$ cat src/rtl/wb_dmx_tx.sv
// DMX512 transmitter behind a Wishbone classic slave: CTRL/STATUS/TIMING/SLOTS
// registers plus a 64-entry channel buffer, serialised as break, MAB, start code, slots.
module wb_dmx_tx #(
  parameter int unsigned clk_freq = 100000000,
  parameter int unsigned baud     = 250000
) (
  input  logic        clk,
  input  logic        rst,
  input  logic [31:0] wb_adr_i,
  input  logic [31:0] wb_dat_i,
  output logic [31:0] wb_dat_o,
  input  logic [3:0]  wb_sel_i,
  input  logic        wb_stb_i,
  input  logic        wb_cyc_i,
  input  logic        wb_we_i,
  output logic        wb_ack_o,
  output logic        dmx_tx,
  output logic        dmx_de,
  output logic        intr
);

  localparam int unsigned BIT_CLKS = clk_freq / baud;
  localparam int unsigned DIV_W    = (BIT_CLKS > 1) ? $clog2(BIT_CLKS) : 1;
  localparam logic [DIV_W-1:0] DIV_LAST = DIV_W'(BIT_CLKS - 1);

  typedef enum logic [1:0] {
    ST_IDLE,
    ST_BREAK,
    ST_MAB,
    ST_SLOT
  } state_t;

  state_t           state;
  logic [DIV_W-1:0] div_cnt;
  logic [7:0]       per_cnt;
  logic [3:0]       bit_idx;
  logic [6:0]       slot_idx;
  logic [6:0]       nslots;
  logic [7:0]       brk_len;
  logic [7:0]       mab_len;
  logic [7:0]       shreg;

  logic [7:0]       chan_buf [64];
  logic             ctrl_enable;
  logic             ctrl_cont;
  logic             ctrl_irq_en;
  logic             done;
  logic             go_pending;
  logic [15:0]      timing;
  logic [6:0]       slots;

  logic             req;
  logic             req_d;
  logic             acc_start;
  logic             wr_en;
  logic             reg_wr;
  logic             done_clr;
  logic             go_wr;
  logic             busy;
  logic             bit_tick;
  logic             slot_done;
  logic             frame_end;
  logic             want_frame;
  logic             start_frame;
  logic [7:0]       brk_eff;
  logic [7:0]       mab_eff;
  logic [6:0]       slots_eff;
  logic [31:0]      rd_data;
  logic             unused_ok;

  assign unused_ok = ^{wb_adr_i[31:9], wb_adr_i[1:0], wb_sel_i[3:1], wb_dat_i[31:16]};

  assign dmx_de = ctrl_enable;
  assign intr   = done & ctrl_irq_en;

  always_comb begin
    req         = wb_stb_i & wb_cyc_i;
    // Ack only on the rising edge of the request so a held strobe never gets a second ack.
    acc_start   = req & ~req_d;
    wr_en       = acc_start & wb_we_i & wb_sel_i[0];
    reg_wr      = wr_en & ~wb_adr_i[8];
    done_clr    = reg_wr & (wb_adr_i[3:2] == 2'd1) & wb_dat_i[1];
    go_wr       = reg_wr & (wb_adr_i[3:2] == 2'd0) & wb_dat_i[3];
    busy        = (state != ST_IDLE);
    bit_tick    = (div_cnt == DIV_LAST);
    slot_done   = (state == ST_SLOT) & bit_tick & (bit_idx == 4'd10);
    frame_end   = slot_done & (slot_idx == nslots);
    want_frame  = ctrl_enable & (ctrl_cont | go_pending);
    start_frame = want_frame & ((state == ST_IDLE) | frame_end);
    brk_eff     = (timing[7:0] == 8'd0) ? 8'd1 : timing[7:0];
    mab_eff     = (timing[15:8] == 8'd0) ? 8'd1 : timing[15:8];
    if (slots == 7'd0)
      slots_eff = 7'd1;
    else if (slots > 7'd64)
      slots_eff = 7'd64;
    else
      slots_eff = slots;
  end

  always_comb begin
    rd_data = '0;
    if (wb_adr_i[8]) begin
      rd_data[7:0] = chan_buf[wb_adr_i[7:2]];
    end else begin
      case (wb_adr_i[3:2])
        2'd0:    rd_data[2:0]  = {ctrl_irq_en, ctrl_cont, ctrl_enable};
        2'd1:    rd_data[1:0]  = {done, busy};
        2'd2:    rd_data[15:0] = timing;
        default: rd_data[6:0]  = slots;
      endcase
    end
  end

  always_ff @(posedge clk or posedge rst) begin
    if (rst) begin
      req_d       <= 1'b0;
      wb_ack_o    <= 1'b0;
      wb_dat_o    <= '0;
      ctrl_enable <= 1'b0;
      ctrl_cont   <= 1'b0;
      ctrl_irq_en <= 1'b0;
      done        <= 1'b0;
      go_pending  <= 1'b0;
      timing      <= 16'h0317;
      slots       <= 7'd64;
    end else begin
      req_d      <= req;
      wb_ack_o   <= acc_start;
      wb_dat_o   <= (acc_start && !wb_we_i) ? rd_data : '0;
      // Set wins over clear; a go arriving as the previous one is consumed stays pending.
      done       <= (done & ~done_clr) | frame_end;
      go_pending <= (go_pending & ~start_frame) | go_wr;
      if (reg_wr) begin
        case (wb_adr_i[3:2])
          2'd0: begin
            ctrl_enable <= wb_dat_i[0];
            ctrl_cont   <= wb_dat_i[1];
            ctrl_irq_en <= wb_dat_i[2];
          end
          2'd2:    timing <= wb_dat_i[15:0];
          2'd3:    slots  <= wb_dat_i[6:0];
          default: ;
        endcase
      end
    end
  end

  always_ff @(posedge clk) begin
    if (wr_en && wb_adr_i[8])
      chan_buf[wb_adr_i[7:2]] <= wb_dat_i[7:0];
  end

  always_ff @(posedge clk or posedge rst) begin
    if (rst) begin
      state    <= ST_IDLE;
      div_cnt  <= '0;
      per_cnt  <= '0;
      bit_idx  <= '0;
      slot_idx <= '0;
      nslots   <= 7'd1;
      brk_len  <= 8'd1;
      mab_len  <= 8'd1;
      shreg    <= '0;
      dmx_tx   <= 1'b1;
    end else begin
      div_cnt <= bit_tick ? '0 : div_cnt + 1'b1;
      if (start_frame) begin
        // Frame parameters are sampled only here, so register writes mid-frame wait.
        state   <= ST_BREAK;
        div_cnt <= '0;
        per_cnt <= '0;
        brk_len <= brk_eff;
        mab_len <= mab_eff;
        nslots  <= slots_eff;
        dmx_tx  <= 1'b0;
      end else begin
        case (state)
          ST_BREAK: begin
            if (bit_tick) begin
              if (per_cnt == brk_len - 8'd1) begin
                state   <= ST_MAB;
                per_cnt <= '0;
                dmx_tx  <= 1'b1;
              end else begin
                per_cnt <= per_cnt + 8'd1;
              end
            end
          end
          ST_MAB: begin
            if (bit_tick) begin
              if (per_cnt == mab_len - 8'd1) begin
                state    <= ST_SLOT;
                per_cnt  <= '0;
                slot_idx <= '0;
                bit_idx  <= '0;
                shreg    <= 8'h00;
                dmx_tx   <= 1'b0;
              end else begin
                per_cnt <= per_cnt + 8'd1;
              end
            end
          end
          ST_SLOT: begin
            if (bit_tick) begin
              if (bit_idx == 4'd10) begin
                if (slot_idx == nslots) begin
                  state  <= ST_IDLE;
                  dmx_tx <= 1'b1;
                end else begin
                  slot_idx <= slot_idx + 7'd1;
                  bit_idx  <= '0;
                  shreg    <= chan_buf[slot_idx[5:0]];
                  dmx_tx   <= 1'b0;
                end
              end else begin
                bit_idx <= bit_idx + 4'd1;
                dmx_tx  <= (bit_idx < 4'd8) ? shreg[bit_idx[2:0]] : 1'b1;
              end
            end
          end
          default: dmx_tx <= 1'b1;
        endcase
      end
    end
  end

endmodule
$ cat config.mk
export PLATFORM = sky130hd
export DESIGN_NAME = wb_dmx_tx
export DESIGN_NICKNAME = d
export VERILOG_FILES = /design/src/rtl/wb_dmx_tx.sv
export SDC_FILE = /design/constraint.sdc
export NUM_CORES = 1
export LEC_CHECK = 0
export CAP_MARGIN = 15
export CORE_ASPECT_RATIO = 0.7
export CORE_MARGIN = 2
export CORE_UTILIZATION = 60
export DETAILED_ROUTE_END_ITERATION = 6
export PLACE_DENSITY = 0.86
export SLEW_MARGIN = 20
export SYNTH_ARGS = -nofsm -noshare
export SYNTH_HDL_FRONTEND = slang
export SYNTH_SLANG_ARGS = --single-unit
$ cat constraint.sdc
create_clock -name clk -period 4.6 [get_ports clk]
set_input_delay 0.92 -clock clk [delete_from_list [all_inputs] [get_ports clk]]
set_output_delay 0.92 -clock clk [all_outputs]
set_load 0.005 [all_outputs]
==> qor.txt, run 1 <==
standard-cell rows = 68
die area = 51,600 sq um
Synth cell types = 72
Syn Area/Cell = 16.9 sq um
vias per cell = 7.35
Area Growth Syn to Fin = 11.1%
core area = 49,200 sq um
# IOs = 109
HPWL Detailed = 54.9 mm
Fmax = 283 MHz
Post-synth EDFFs = 512
final wirelength = 83.8 mm
crit path max fanout = 45
initial antenna violation count = 7
Yosys reg bits = 620
r2r endpoint = shreg[4]
failing checks = design-rule violations
total CTS buffers = 54
HP Class = flip-flop to flip-flop
hold path start = req_d
DR pass1 iterations = 7
FFs w/ async S/R, synth = 17.4%
vias in the first global route = 18.8k
CTS root buf = clkbuf_16
DRC Markers = 2
leakage = 11.1 nW
worst setup path startpoint = slot_idx[1]
Final Util = 67.4%
R2R Setup Slk = 1.07 ns
CTS Sinks = 620
final count of hold timing violations = 0
Slew @ Worst Pin = 1.12 ns
setup tns final = 0 ns
reg-to-reg startpoint = slot_idx[1]
Warnings, synthesis = 0
CTS tree = yes
pwr dens = 369 nW/um^2
area leader, netlist = edfxtp_1
Layout Nets = 1,940
Clock transition at path regs = 0.07 ns
CTS resizes = 0
max-slew violations = 0
top cell type's share of synthesized area = 51.5%
WS Path Type = flip-flop to flip-flop
filler instances = 3,054
post-layout min period = 3.53 ns
Seq/Total Area, Yosys = 60.6%
R2R depth = 6
Syn Inst Count = 1,762
critical path launch point type = flip-flop
layout cells sized above 1 = 28.4%
crit share post-route = 76.8%
RSZ-0062 raised after global routing = false
largest net degree at the start of global routing = 84
gpl congestion = 0.940
global route total overflow = 0
via count = 18.8k
Die Width = 271 microns
setup bufs post-CTS = 0
H-tree lvl count = 2
Peak VDD IR = 0.341 mV
Clock Skew = 0.0326 ns
Critical Path AT = 4.04 ns
CTS max path bufs = 3
CTS Hold Bufs = 0
# setup viols final = 0
input/output buffers = 48
Total Routing Usage GR = 33.0%
crit path capture type = flip-flop
Mapped Area = 29,800 sq um
first-pass GRT wire length = 124 mm
height of the die = 191 microns
synth top area cells = edfxtp_1, mux4_2, dfrtp_1
ys flop type = edfxtp_1
maxcap violations = 0
status = complete, but fails checks
Worst Path Required = 5.11 ns
post-DR wirelength/cell = 32.7 microns
DRT iter0 DRCs = 3,229
clk_lat worst skew = 0.62 ns
remaining antenna violation count after routing = 0
initial core utilization = 60.7%
Max-Slew Margin vs Limit = 23.7%
critical path capture point = shreg[4]
-- state kept, by name (all words and copies together), names as in the netlist --
signal,cells
chan_buf,512
nslots,7
req_d,1
mab_len,8
slots,7
dmx_tx,1
per_cnt,8
shreg,8
wb_ack_o,1
dmx_de,1
slot_idx,7
ctrl_irq_en,1
timing,16
div_cnt,9
done,1
go_pending,1
bit_idx,4
state,2
wb_dat_o,16
ctrl_cont,1
brk_len,8
-- final cells by class --
cell class | count | area (sq um) | area share [%]
Sequential cell | 620 | 18100 | 54.6
Multi-Input combinational cell | 994 | 10900 | 33.0
Clock buffer | 70 | 1470 | 4.45
Timing Repair Buffer | 158 | 1340 | 4.05
Tap cell | 665 | 832 | 2.51
Clock inverter | 26 | 368 | 1.11
Inverter | 26 | 100 | 0.302
Antenna cell | 4 | 10.0 | 0.0302
-- report_power, final --
part           internal, mW  total [mW]  switching (mW)
logic                 0.459        1.14           0.676
clock network          2.72        4.79            2.07
registers              6.18        6.31           0.122
-- metrics by stage --
step                      hold WS, ns  instances  total power, mW  worst slack [ns]  area (sq um)
after global routing            0.481       2560             12.5             0.885         33100
after detailed placement        0.422       2463             7.51             0.761         31300
after floorplan                 0.404       1777             7.12             0.853         29900
after global placement          0.412       2463             7.45             0.772         31300
after CTS                       0.451       2559             12.2              1.18         33100
final                           0.448       2563             12.2              1.07         33200
-- how the worst min path moves through the flow --
stage                     endpoint  slack [ns]  depth (start not counted)
after floorplan           wb_ack_o        0.40                          1
after global placement    wb_ack_o        0.41                          1
after detailed placement  wb_ack_o        0.42                          1
after CTS                 wb_ack_o        0.45                          1
after global routing      wb_ack_o        0.48                          1
final                     wb_ack_o        0.45                          1
-- worst max-delay path, cell delays in order, from the launching register on --
cell      delay, ns
dfrtp_4        0.99
xnor2_1        0.24
nand4_1        0.27
o21ai_0        0.60
nand3b_4       0.31
or2_1          0.59
mux2_2         0.42
-- metal layers --
metal	GRT usage (%)	part of all wire [%]	up-vias	wire [microns]
li1	-	-	7348	-
met1	46.6	35	9468	29600
met2	48.2	44	1687	37000
met3	11.9	16	326	13600
met4	10.8	4.1	4	3460
met5	0.940	0.092	-	77
-- kinds of logic after synthesis --
| kind of cell | share of synthesized area (%) |
|---|---|
| AOI/OAI and AO/OA | 4.75 |
| other | 0.0126 |
| xor gates and xnor gates | 0.910 |
| muxes | 24.9 |
| and+or+nand+nor | 5.31 |
| DFF | 60.6 |
| buffers and inverters | 2.93 |
| adders and majority gates | 0.545 |
-- layout by cell type (no fill, tap or decap), types with 21 or more instances in the layout --
cell type	instances
dfrtp_1	94
edfxtp_1	512
a21oi_1	38
o21ai_0	35
nor2b_1	23
clkbuf_16	56
nor2_1	111
clkdlybuf4s50_1	36
inv_1	24
mux2_2	53
mux2i_1	111
buf_4	106
nor3_1	21
nand2_1	52
mux4_2	254
nand3_1	25
-- synth_stat cells, drive strengths merged, types with 23 or more instances --
cell	number
edfxtp	512
mux4	254
nor2	112
mux2i	111
dfrtp	97
buf	91
mux2	53
nand2	52
clkbuf	46
o21ai	39
a21oi	38
inv	25
nand3	25
nor2b	23
Power figures use the tool's default switching activity.
==> run 2: changes to the inputs <==
Settings changed: CORE_UTILIZATION 60 to 56, PLACE_DENSITY 0.86 to 0.84.
Clock period 4.6 ns to 3.1 ns, I/O delays scaled along.
==> run 2 against run 1 <==
Compared with the run above: the flow now finishes without violations; routed wire length is 1.6% lower; final area is 2.2% higher; clock skew is 0.018 ns lower; register-to-register slack worse by 0.96 ns; global-route usage is 2.5 points lower; clock power is 39% higher; total power is 45% higher; sequential share of layout area is 1.2 points lower; largest cell class unchanged; largest power group unchanged.
==> qor.txt, run 2 (synthesis results as in run 1) <==
status = completed
largest net degree at the start of global routing = 68
critical path launch point type = flip-flop
pwr dens = 524 nW/um^2
maxcap violations = 0
gpl congestion = 0.999
Layout Nets = 2,025
setup tns final = 0 ns
R2R Setup Slk = 0.10 ns
vias in the first global route = 18.6k
GR Util met3 = 12.4%
HPWL Detailed = 57.0 mm
remaining antenna violation count after routing = 0
vias per cell = 6.99
Final Power = 17.8 mW
HP Class = flip-flop to flip-flop
WS Path Type = flip-flop to flip-flop
via count = 18.7k
Total Routing Usage GR = 30.5%
die area = 55,200 sq um
DRC Markers = 0
R2R depth = 8
core area = 52,500 sq um
DR pass1 iterations = 5
global route total overflow = 0
crit-path cells = buf_12 -> mux4_2 -> nand2_1 -> a21oi_1 -> a2111oi_0 -> a211o_1 -> o21ai_0 -> mux2_2
CTS max path bufs = 3
Slew @ Worst Pin = 1.13 ns
Die Width = 280 microns
Clock power frac = 37.5%
P_int = 13.6 mW
RSZ-0062 raised after global routing = false
r2r endpoint = shreg[4]
standard-cell rows = 70
GR met1 Demand/Resource = 44.1%
Critical Path AT = 3.48 ns
# setup viols final = 0
Clock transition at path regs = 0.06 ns
CTS Hold Bufs = 0
most common cell after layout, fill and taps aside = edfxtp_1
# placed instances = 2,565
CTS Sinks = 620
input/output buffers = 48
final count of hold timing violations = 0
Hold EP = div_cnt[0]
hold path cells = 1
gr busiest metal = met1
clk_lat worst skew = 0.60 ns
Flop pwr share = 52.6%
met2 GRT Util = 43.4%
number of flip-flops under the largest register name = 512
crit share post-route = 96.6%
CP max-delay cell = dfrtp_4
final wirelength = 82.5 mm
max-slew violations = 0
Max-Slew Margin vs Limit = 24.5%
leakage = 11.5 nW
post-DR wirelength/cell = 30.9 microns
CTS root buf = clkbuf_16
Peak VDD IR = 0.500 mV
initial core utilization = 56.9%
CTS tree = yes
H-tree lvl count = 2
crit path max fanout = 21
Clock Skew = 0.0143 ns
Non-Filler Instances = 2,672
reg-to-reg startpoint = slot_idx[0]
crit path capture type = flip-flop
Gate power share = 10.0%
Worst Path Required = 3.58 ns
max incr delay on CP = 0.65 ns
NetSw = 4.22 mW
total CTS buffers = 56
Fmax = 334 MHz
layout cells sized above 1 = 31.2%
CTS resizes = 0
initial antenna violation count = 8
hold path start = div_cnt[0]
post-layout min period = 3.00 ns
most frequent cells in the layout = edfxtp_1, mux4_2, buf_4
DRT iter0 DRCs = 2,892
Area Growth Syn to Fin = 13.6%
# IOs = 109
height of the die = 197 microns
Net Sw Frac = 23.8%
first-pass GRT wire length = 122 mm
setup bufs post-CTS = 0
run 2: cell type report:
cell class | count | area (sq um)
diodes | 4 | 10.0
clock buffers | 73 | 1530
clock inverters | 30 | 179
fillers | 3437 | 18600
inverters | 26 | 101
multi-input cells | 994 | 10900
flip-flops and latches | 620 | 18100
well taps | 684 | 856
repair buffers | 241 | 2200
run 2: critical path, delay by kind of cell (launching register included):
kind            cells  cell delay, ns
mux                 2            0.88
simple gates        1            0.08
buf+inv             1            0.26
compound gates      4            0.99
flops               1            0.65
run 2: how the worst max path moves through the flow:
| stage | startpoint | endpoint | slack [ns] | cells past startpoint |
|---|---|---|---|---|
| after floorplan | wb_adr_i[3] | chan_buf[38][0] | 0.25 | 8 |
| after global placement | wb_adr_i[2] | wb_dat_o[7] | 0.05 | 9 |
| after detailed placement | wb_adr_i[3] | wb_dat_o[0] | 0.02 | 9 |
| after CTS | mab_len[0] | bit_idx[1] | 0.18 | 10 |
| after global routing | mab_len[0] | bit_idx[1] | 0.05 | 10 |
| final | slot_idx[0] | shreg[4] | 0.10 | 8 |
run 2: stage by stage:
stage          cell area (sq um)  setup WS, ns  hold WS, ns  utilization, %
2_1_floorplan              29900         0.253        0.404               -
3_3_place_gp               32200        0.0477        0.411            61.3
3_5_place_dp               32200        0.0219        0.450            61.3
4_1_cts                    33900         0.184        0.451            64.6
5_1_grt                    33900        0.0501        0.481            64.6
6_report                   33900         0.104        0.462            64.6
run 2: per-layer routing:
layer	share of wire, %	routed length (microns)
met5	0.042	35
met4	2.5	2040
met3	16	13400
met2	44	36100
met1	38	31000
run 2: power groups by stage:
stage,Combinational [mW],Clock (mW),Sequential (mW)
6_report,1.77,6.66,9.34
5_1_grt,1.91,7.02,9.36
4_1_cts,1.74,6.68,9.34
3_5_place_dp,1.72,0,9.51
3_3_place_gp,1.66,0,9.50
2_1_floorplan,1.10,0,9.47
